### config.mk
export PLATFORM = sky130hd
export DESIGN_NAME = lcd_driver
export DESIGN_NICKNAME = d
export VERILOG_FILES = /design/src/rtl/lcd_driver.sv
export SDC_FILE = /design/constraint.sdc
export NUM_CORES = 1
export LEC_CHECK = 0
export BUFFER_PORTS_ARGS = -buffer_cell sky130_fd_sc_hd__buf_4
export CAP_MARGIN = 40
export CORE_MARGIN = 4
export CORE_UTILIZATION = 45
export CTS_BUF_LIST = sky130_fd_sc_hd__clkbuf_8
export DETAILED_ROUTE_END_ITERATION = 6
export MAX_ROUTING_LAYER = met4
export PLACE_DENSITY = 0.68
export SLEW_MARGIN = 30
export SYNTH_ARGS = -nofsm -noshare
export SYNTH_HDL_FRONTEND = slang
export SYNTH_SLANG_ARGS = --single-unit
export TNS_END_PERCENT = 50
### constraint.sdc
create_clock -name clk_i -period 5.65 [get_ports clk_i]
set_input_delay 1.13 -clock clk_i [delete_from_list [all_inputs] [get_ports clk_i]]
set_output_delay 1.13 -clock clk_i [all_outputs]
set_load 0.05 [all_outputs]
### src/rtl/lcd_driver.sv
// HD44780-style write-cycle timing engine fed by the CPU's memory-mapped LCD register.
// Each toggle of lcd_reg_i[10] issues one timed write; one request can queue behind it.
module lcd_driver #(
   parameter int unsigned SETUP_CYC     = 2,
   parameter int unsigned EN_CYC        = 12,
   parameter int unsigned HOLD_CYC      = 2,
   parameter int unsigned EXEC_CYC      = 2000,
   parameter int unsigned LONG_EXEC_CYC = 82000
) (
   input  logic        clk_i,
   input  logic        rst_ni,
   input  logic [31:0] lcd_reg_i,
   output logic [7:0]  lcd_data_o,
   output logic        lcd_rs_o,
   output logic        lcd_rw_o,
   output logic        lcd_en_o,
   output logic        lcd_on_o,
   output logic        lcd_busy_o,
   output logic        lcd_ovf_o
);

   localparam int unsigned CntW = $clog2(LONG_EXEC_CYC + 1);

   localparam logic [CntW-1:0] SetupLd = CntW'(SETUP_CYC - 1);
   localparam logic [CntW-1:0] EnLd    = CntW'(EN_CYC - 1);
   localparam logic [CntW-1:0] HoldLd  = CntW'(HOLD_CYC - 1);
   localparam logic [CntW-1:0] ExecLd  = CntW'(EXEC_CYC - 1);
   localparam logic [CntW-1:0] LongLd  = CntW'(LONG_EXEC_CYC - 1);

   typedef enum logic [2:0] {StIdle, StSetup, StEnh, StHold, StExec} state_e;

   state_e          state_q;
   logic [CntW-1:0] cnt_q;
   logic            prev_tgl_q;
   logic            primed_q;
   logic            pend_v_q;
   logic            pend_rs_q;
   logic [7:0]      pend_data_q;
   logic            rs_q;
   logic [7:0]      data_q;
   logic            en_q;
   logic            on_q;
   logic            ovf_q;

   logic            evt;
   logic            evt_rs;
   logic [7:0]      evt_data;
   logic            last_cyc;
   logic            exec_end;
   logic            cur_long;
   logic            unused_bits;

   // primed_q suppresses a spurious event on the first clock after reset release
   assign evt      = primed_q & (lcd_reg_i[10] != prev_tgl_q);
   assign evt_rs   = lcd_reg_i[9];
   assign evt_data = lcd_reg_i[7:0];
   assign last_cyc = (cnt_q == '0);
   assign exec_end = (state_q == StExec) & last_cyc;

   // Clear (0x01) and return-home (0x02/0x03) need the long execution wait
   assign cur_long = ~rs_q & (data_q[7:2] == 6'd0) & (data_q != 8'd0);

   assign unused_bits = ^{lcd_reg_i[30:11], lcd_reg_i[8]};

   always_ff @(posedge clk_i) begin
      if (!rst_ni) begin
         state_q     <= StIdle;
         cnt_q       <= '0;
         prev_tgl_q  <= 1'b0;
         primed_q    <= 1'b0;
         pend_v_q    <= 1'b0;
         pend_rs_q   <= 1'b0;
         pend_data_q <= 8'h00;
         rs_q        <= 1'b0;
         data_q      <= 8'h00;
         en_q        <= 1'b0;
         on_q        <= 1'b0;
         ovf_q       <= 1'b0;
      end else begin
         prev_tgl_q <= lcd_reg_i[10];
         primed_q   <= 1'b1;
         on_q       <= lcd_reg_i[31];

         unique case (state_q)
            StIdle: begin
               if (evt) begin
                  rs_q    <= evt_rs;
                  data_q  <= evt_data;
                  cnt_q   <= SetupLd;
                  state_q <= StSetup;
               end
            end
            StSetup: begin
               if (last_cyc) begin
                  en_q    <= 1'b1;
                  cnt_q   <= EnLd;
                  state_q <= StEnh;
               end else begin
                  cnt_q <= cnt_q - CntW'(1);
               end
            end
            StEnh: begin
               if (last_cyc) begin
                  en_q    <= 1'b0;
                  cnt_q   <= HoldLd;
                  state_q <= StHold;
               end else begin
                  cnt_q <= cnt_q - CntW'(1);
               end
            end
            StHold: begin
               if (last_cyc) begin
                  cnt_q   <= cur_long ? LongLd : ExecLd;
                  state_q <= StExec;
               end else begin
                  cnt_q <= cnt_q - CntW'(1);
               end
            end
            StExec: begin
               if (last_cyc) begin
                  cnt_q   <= SetupLd;
                  state_q <= StSetup;
                  if (pend_v_q) begin
                     // Pending entry issues now; a same-cycle event takes its slot
                     rs_q        <= pend_rs_q;
                     data_q      <= pend_data_q;
                     pend_v_q    <= evt;
                     pend_rs_q   <= evt_rs;
                     pend_data_q <= evt_data;
                  end else if (evt) begin
                     rs_q   <= evt_rs;
                     data_q <= evt_data;
                  end else begin
                     cnt_q   <= '0;
                     state_q <= StIdle;
                  end
               end else begin
                  cnt_q <= cnt_q - CntW'(1);
               end
            end
            default: begin
               en_q    <= 1'b0;
               cnt_q   <= '0;
               state_q <= StIdle;
            end
         endcase

         if (evt && (state_q != StIdle) && !exec_end) begin
            if (pend_v_q) begin
               ovf_q <= 1'b1;
            end else begin
               pend_v_q    <= 1'b1;
               pend_rs_q   <= evt_rs;
               pend_data_q <= evt_data;
            end
         end
      end
   end

   assign lcd_data_o = data_q;
   assign lcd_rs_o   = rs_q;
   assign lcd_rw_o   = 1'b0;
   assign lcd_en_o   = en_q;
   assign lcd_on_o   = on_q;
   assign lcd_busy_o = (state_q != StIdle) | pend_v_q;
   assign lcd_ovf_o  = ovf_q;

endmodule

# Word level (Yosys, flattened, before mapping)
# Index checks and enable logic that the tools add are counted.
# W data, S select, Z words.
[op_classes] addsub=1 n_eq_ne=10 muxes=44 bitwise=7 n_reduce_logical=14
[op_table] op="$mux W17" n=6
[op_table] op="$pmux W17 S5" n=1
[op_table] op="$mux W8" n=8
[op_table] op="$mux W1" n=20
[op_table] op="$logic_not A17 Y1" n=1
[op_table] op="$sub A17 B1 Y17 const B" n=1
[op_table] op="$pmux W8 S2" n=1
[op_table] op="$mux W3" n=5
[op_table] op="$pmux W3 S5" n=1
[op_table] op="$ne A2 B2 Y1 const B" n=5
[op_table] op="$reduce_bool A8 Y1" n=1
[op_table] op="$eq A3 B2 Y1 const B" n=2
[op_table] op="$logic_not A6 Y1" n=1
[op_table] op="$reduce_and A5 Y1" n=1
[op_table] op="$and A1 B1 Y1" n=4
[op_table] op="$reduce_and A2 Y1" n=2
[op_table] op="$eq A3 B1 Y1 const B" n=1
[op_table] op="$eq A3 B3 Y1 const B" n=1
[op_table] op="$logic_not A3 Y1" n=1
[op_table] op="$pmux W1 S3" n=1
[op_table] op="$reduce_and A3 Y1" n=1
[op_table] op="$reduce_bool A3 Y1" n=1
[op_table] op="$reduce_or A3 Y1" n=1
[op_table] op="$logic_and A1 B1 Y1" n=2
[op_table] op="other kinds (6)" n=7
[word_totals] ff_bits=44 output_inout_bits=14

# Depth between registers and ports, before layout
# Gate-level depths: netlist (run 1).
[logic_depth] ltp_word=7 depth_mapped=9

# Worst setup path before layout (run 1)
# No wires, ideal clock.
[synth_timing] path_type="flip-flop to output port" from="reg state_q[1]" to="out lcd_busy_o" t_arrival_ps=1314 path_slack_ps=3206 path_stages_with_launch=4 path_buffers=1 path_cell_list="dfxtp_1 buf_2 or3_2 or2_2"
[synth_between] elab_chain_cells=2
[synth_rtl] item="start, declared" line="32" rtl="state_e state_q;"
[synth_rtl] item="start signal, assigned" line="67" rtl="state_q <= StIdle;"
[synth_rtl] item="start signal, assigned" line="90" rtl="state_q <= StSetup;"
[synth_rtl] item="start signal, assigned" line="97" rtl="state_q <= StEnh;"
[synth_rtl] item="$reduce_bool A3 Y1" line="165" rtl="assign lcd_busy_o = (state_q != StIdle) | pend_v_q;"
[synth_rtl] item="$or A1 B1 Y1" line="165"
[synth_rtl] item="end, declared" line="18" rtl="output logic lcd_busy_o,"
# Every way passes these cells.

# Worst setup path after layout (run 1)
[layout_timing] from="reg cnt_q[0]" to="reg data_q[1], in the netlist lcd_data_o[1]"
[layout_between] elab_chain_cells=3
[layout_rtl] item="start, declared" line="33" rtl="logic [CntW-1:0] cnt_q;"
[layout_rtl] item="start signal, assigned" line="89" rtl="cnt_q <= SetupLd;"
[layout_rtl] item="start signal, assigned" line="96" rtl="cnt_q <= EnLd;"
[layout_rtl] item="start signal, assigned" line="99" rtl="cnt_q <= cnt_q - CntW'(1);"
[layout_rtl] item="$logic_not A17 Y1" line="57" rtl="assign last_cyc = (cnt_q == '0);"
[layout_rtl] item="$ne A2 B2 Y1 (no line)"
[layout_rtl] item="$reduce_and A2 Y1 (no line)"
[layout_rtl] item="end signal, assigned" line="88" rtl="data_q <= evt_data;"
[layout_rtl] item="end signal, assigned" line="126" rtl="data_q <= pend_data_q;"
[layout_rtl] item="end signal, assigned" line="132" rtl="data_q <= evt_data;"
[layout_rtl] item="end, declared" line="40" rtl="logic [7:0] data_q;"
# Every way passes these cells.
# A chain may end at the register's enable or synchronous reset.

==> results of run 1 <==
[power by group through the flow]
stage	logic, mW	registers, mW	clock network [mW]
floorplan	0.685	0.497	0
global placement	0.864	0.478	0
detailed placement	0.870	0.480	0
CTS	0.879	0.475	0.270
global route	0.978	0.491	0.285
finish	0.877	0.475	0.262
[path summary, 6_finish.rpt]
kind	depth (start not counted)	endpoint	start
worst min-delay path	2	pend_data_q[6]$_SDFF_PN0_	pend_data_q[6]$_SDFF_PN0_
worst min register to register	2	pend_data_q[6]$_SDFF_PN0_	pend_data_q[6]$_SDFF_PN0_
worst max register to register	8	lcd_data_o[1]$_SDFFE_PN0P_	cnt_q[0]$_SDFFE_PN0N_
worst max-delay path	8	lcd_data_o[1]$_SDFFE_PN0P_	cnt_q[0]$_SDFFE_PN0N_
[kinds of logic (layout without fill, tap and decap cells)]
logic type               Yosys count  count (layout)
AO/OA/AOI/OAI                     64              64
XOR/XNOR                           8               8
adder cells (fa/ha/maj)            1               1
buffers and inverters             24              39
other                              1               1
multiplexers                      11              11
AND/OR/NAND/NOR                  134             134
flip-flops                        44              44
[area by class of cell]
class | count | area, µm² | share of cell area
Multi-Input combinational cell | 219 | 1350 | 0.508
Timing Repair Buffer | 26 | 195 | 0.0734
Clock buffer | 7 | 96.3 | 0.0362
Tap cell | 70 | 87.6 | 0.0329
Inverter | 5 | 18.8 | 0.00706
Clock inverter | 1 | 30.0 | 0.0113
Sequential cell | 44 | 881 | 0.331
[cells in the final DEF (no fill, tap or decap), types with 4 or more instances in the layout]
master    synthesis  final
clkbuf_8          1      7
nand2_1          41     41
or2_2             4      4
buf_4             3     26
a21oi_1           6      6
o211a_1           9      9
dfxtp_1          44     44
mux2i_1          11     11
nor2b_1           7      7
nor3_1           20     20
nor2_1           28     28
o21a_1            5      5
o21ai_0          18     18
a21boi_0          4      4
inv_1             5      5
and2_1            6      6
nand3_1           8      8
nor4_1            5      5
xnor2_1           5      5
[through the flow]
stage	hold slack, ps	area (µm²)	power, mW
detailed placement	457	2530	1.35
global route	499	2660	1.75
floorplan	438	2340	1.18
global placement	445	2530	1.34
CTS	470	2660	1.62
finish	465	2660	1.61
[routing by layer]
metal  track usage  vias up  share of wire
met1         0.260      945           0.47
met5             -        -              0
li1              -     1044              -
met4        0.0743        0          0.020
met2         0.266       57           0.45
met3        0.0415       12          0.058
[sequential cells by signal, summed over array words and instances (netlist names)]
register     cells
lcd_rs_o         1
cnt_q           17
lcd_en_o         1
state_q          3
lcd_on_o         1
pend_rs_q        1
lcd_data_o       8
pend_data_q      8
lcd_ovf_o        1
pend_v_q         1
primed_q         1
prev_tgl_q       1
[worst reg2reg max path: stages, from the launching register on]
cell     delay, ps
dfxtp_1        350
inv_1           70
ha_1           170
nor3b_2        350
nand4_2        290
or3_4          500
a21oi_1        600
and2_1         440
o211a_1        180
==> impl_metrics.yaml, run 1 <==
outcome:
  status: "complete, no violations"
layout:
  n_antenna_cell: 0
  final_cells: 372
  fillers: 519
  final_util: 0.524
  areaGrowthSynthToFinish_pct: 13.4
  finalNetCount: 336
  drive_gt1_frac: 0.169
floorplan:
  rows: 26
  fp.dieW_um: 80.2
  design.core.area_um2: 5070
  ios: 48
  start_util: 0.462
  dieArea_um2: 6430
  die_h_um: 80.2
synthesis:
  seq_area_frac_synth: 0.376
  synth_compound_area_frac: 0.201
  ys_async_sr_fraction: 0
  synth_mux_area_frac: 0.0470
  ys_ff_latch: 44
  synth_nets: 322
  synth_most_common_cell: "dfxtp_1"
  synth_top_family_by_area: "simple AND/OR/NAND/NOR gates"
  avgSynthCellArea_um2: 8.17
  synth_cells: 287
  ys.flop_type: "dfxtp_1"
  synth_edf_count: 0
  synth_commonest_cells: "dfxtp_1 (44), nand2_1 (41), nor2_1 (28), nor3_1 (20), o21ai_0 (18)"
  synth_top_area_cell: "dfxtp_1"
  synth_top_area_frac: 0.376
  synth-xor-area-share: 0.0299
  synth_area_um2: 2340
  yosys.area_share.simple: 0.290
  synth_cell_types: 51
  yosys.area_share.adder: 0.00534
  netlist_top_cells_area: "dfxtp_1 (38%), nand2_1 (6.6%), mux2i_1 (4.7%)"
  ys_warn_count: 0
critical_path:
  cpLargestDelayFamily: "simple AND/OR/NAND/NOR gates"
  path_buf_inv: 1
  reg2reg_slack_ps: 2640
  cp.arrival_ps: 3250
  crit_slowest_cell: "a21oi_1"
  path_cells: "inv_1 -> ha_1 -> nor3b_2 -> nand4_2 -> or3_4 -> a21oi_1 -> and2_1 -> o211a_1"
  cp-start-kind: "flip-flop"
  max_stage_delay_ps: 600
  worstPathRequired_ps: 5890
  timing_worst_setup_path_type: "reg -> reg"
  end_kind: "flip-flop"
  path_max_fanout: 13
sta:
  fin_ws_ps: 2640
  clock.fmax_mhz: 333
  fin_skew_ps: 8.53
  finalMaxSlewViolations: 0
  hold_viol: 0
  post-route-min-period_ps: 3010
  tightest_slew_ps: 760
  slew_headroom: 0.491
  setup_viol: 0
  rsz0062_at_grt: "false"
  tns_ps: 0
  fin_crit_sh: 0.532
clocking:
  clk_pin_slew_worst_paths_ps: 90
  cts_resized: 0
  clockBufferDepth: 2
  clk_latency_ps: 300
  cts_root_buf: "clkbuf_8"
  post_cts_buffers: 0
  cts_buffers: 5
  h-tree-depth: 2
  cts.sinks: 44
  cts-hold-fix-buffers: 0
  cts_tree: "built"
drt:
  drt_first_pass_iters: 4
  ant_nets: 0
  vias_per_cell: 5.53
  num_vias: 2058
  drt-total-wl_um: 5300
  drc: 0
  avgRoutedWirePerCell_um: 14.3
  drt_iter0_drc: 170
placement:
  place_inst: 364
  place_congestion: 0.827
  port_buffers: 25
  dp_hpwl_um: 3600
  preCtsSetupSlack_ps: 2680
power:
  power_frac_seq: 0.294
  power_switching_share: 0.458
  intPower_mw: 0.875
  irDropWorstVdd_uv: 291
  leakage_nw: 1.19
  p_clk_frac: 0.162
  combPwrFrac: 0.544
  power-per-cell-area_nw_per_um2: 607
  power.switching_mw: 0.739
global_route:
  grt_overflow: 0
  track_usage: 0.188
  grt_pass1_wl_um: 9400
  first_global_vias: 1918
  grt_max_degree: 52
  antenna_found_initial: 0
run:
  cap_violations: 0
min_path:
  worstHoldPathType: "reg -> reg"
No activity file was read; power rests on OpenSTA's default activity.
==> run 2, diff against run 1 <==
==> constraint.sdc (replaced) <==
create_clock -name clk_i -period 3 [get_ports clk_i]
set_input_delay 0.6 -clock clk_i [delete_from_list [all_inputs] [get_ports clk_i]]
set_output_delay 0.6 -clock clk_i [all_outputs]
set_load 0.05 [all_outputs]
==> run 2 against run 1 <==
Total power grew 86%. Sequential power grew 89%. Clock power grew 49%. Core utilization shrank 0.22 points. Routed wire length grew 1.1%. Sequential share of layout area grew 0.14 points. Cell area shrank 0.42%. Die area is the same.
==> impl_metrics.yaml, run 2 (synthesis gave the netlist of run 1 again) <==
clocking:
  cts_root_buf: "clkbuf_8"
  cts.sinks: 44
  cts_buffers: 5
  cts_resized: 0
  cts_tree: "built"
  h-tree-depth: 2
  cts-hold-fix-buffers: 0
  post_cts_buffers: 0
  clockBufferDepth: 2
  clk_pin_slew_worst_paths_ps: 80
  clk_latency_ps: 300
floorplan:
  design.core.area_um2: 5070
  start_util: 0.462
  fp.dieW_um: 80.2
  die_h_um: 80.2
  rows: 26
  dieArea_um2: 6430
  ios: 48
outcome:
  status: "complete, no violations"
power:
  irDropWorstVdd_uv: 455
  leakage_nw: 1.19
  power-per-cell-area_nw_per_um2: 1130
  p_total_mw: 3.00
critical_path:
  crit_slowest_cell: "or3_4"
  path_cells: "inv_1 -> ha_1 -> nor3b_2 -> nand4_2 -> or3_4 -> a21oi_1 -> and2_1 -> o211a_1"
  max_stage_delay_ps: 490
  timing_worst_setup_path_type: "reg -> reg"
  worstPathRequired_ps: 3240
  cp-start-kind: "flip-flop"
  end_kind: "flip-flop"
  path_max_fanout: 13
  cp.arrival_ps: 2840
drt:
  drc: 0
  ant_nets: 0
  num_vias: 2057
  drt_first_pass_iters: 4
  drt_iter0_drc: 188
  vias_per_cell: 5.49
  avgRoutedWirePerCell_um: 14.3
  drt-total-wl_um: 5360
sta:
  fin_skew_ps: 7.01
  fin_crit_sh: 0.866
  post-route-min-period_ps: 2600
  hold_viol: 0
  clock.fmax_mhz: 385
  finalMaxSlewViolations: 0
  timing.hold.ws_ps: 464
  rsz0062_at_grt: "false"
  tns_ps: 0
  tightest_slew_ps: 750
  slew_headroom: 0.498
  setup_viol: 0
layout:
  n_antenna_cell: 0
  finalNetCount: 339
  largest_register_ffs: 17
  stdcell_area_um2: 2650
  regArea_um2: 881
  final_common_cell: "dfxtp_1"
  top_register: "cnt_q"
  drive_gt1_frac: 0.177
  fillers: 503
  areaGrowthSynthToFinish_pct: 13.0
  multi_input_area_um2: 1350
  mostFrequentLayoutCells: "dfxtp_1 (44), nand2_1 (41), buf_4 (29)"
min_path:
  worstHoldPathType: "reg -> reg"
global_route:
  first_global_vias: 1913
  antenna_found_initial: 0
  grt_overflow: 0
  grt_pass1_wl_um: 9070
  grt_max_degree: 52
  track_usage: 0.184
placement:
  dp_hpwl_um: 3700
  placed_area_um2: 2560
  port_buffers: 25
  place_congestion: 0.817
run:
  cap_violations: 0
## run 2: changes by cell type in the layout (fill, tap and decap cells not counted), sizes merged
| cell | change |
|---|---|
| buf | +3 |
| clkinv | +2 |
| bufinv | -1 |
| clkbuf | -1 |
## run 2: path summary, 6_finish.rpt
kind                                                start                    endpoint  slack [ps]  cells after the start
worst max-delay path                cnt_q[0]$_SDFFE_PN0N_  lcd_data_o[1]$_SDFFE_PN0P_         400                      8
worst min-delay path            pend_data_q[4]$_SDFF_PN0_   pend_data_q[4]$_SDFF_PN0_         460                      2
worst max register to register      cnt_q[0]$_SDFFE_PN0N_  lcd_data_o[1]$_SDFFE_PN0P_         400                      8
worst min register to register  pend_data_q[4]$_SDFF_PN0_   pend_data_q[4]$_SDFF_PN0_         460                      2
## run 2: critical path, delay by kind of cell (launching register included)
kind,cells,cell delay [ps]
buffers and inverters,1,70
AO/OA/AOI/OAI,2,420
adder cells (fa/ha/maj),1,180
AND/OR/NAND/NOR,4,1510
flip-flops,1,350
## run 2: where the power goes
part	leakage (nW)	total, mW	internal (mW)	switching (mW)
Combinational	0.782	1.71	0.670	1.04
Sequential	0.359	0.897	0.722	0.174
Clock	0.0510	0.390	0.184	0.206
## run 2: layer usage
layer | vias up | share of wire | global-route usage
li1 | 1047 | - | -
met1 | 946 | 0.48 | 0.247
met2 | 56 | 0.45 | 0.272
met3 | 8 | 0.057 | 0.0404
met4 | 0 | 0.014 | 0.0625
met5 | - | 0 | -
## run 2: area by class of cell
cell class	count	area share
well taps	70	0.0331
clock inverters	2	0.00378
repair buffers	29	0.0822
inverters	5	0.00709
clock buffers	6	0.0312
multi-input cells	219	0.510
flip-flops and latches	44	0.333
## run 2: metrics by stage
step / setup WS, ps / utilization / instances
after detailed placement: 468 / 0.504 / 367
after global routing: 142 / 0.522 / 375
final: 401 / 0.522 / 375
after floorplan: 922 / - / 287
after global placement: 470 / 0.502 / 366
after CTS: 438 / 0.522 / 375
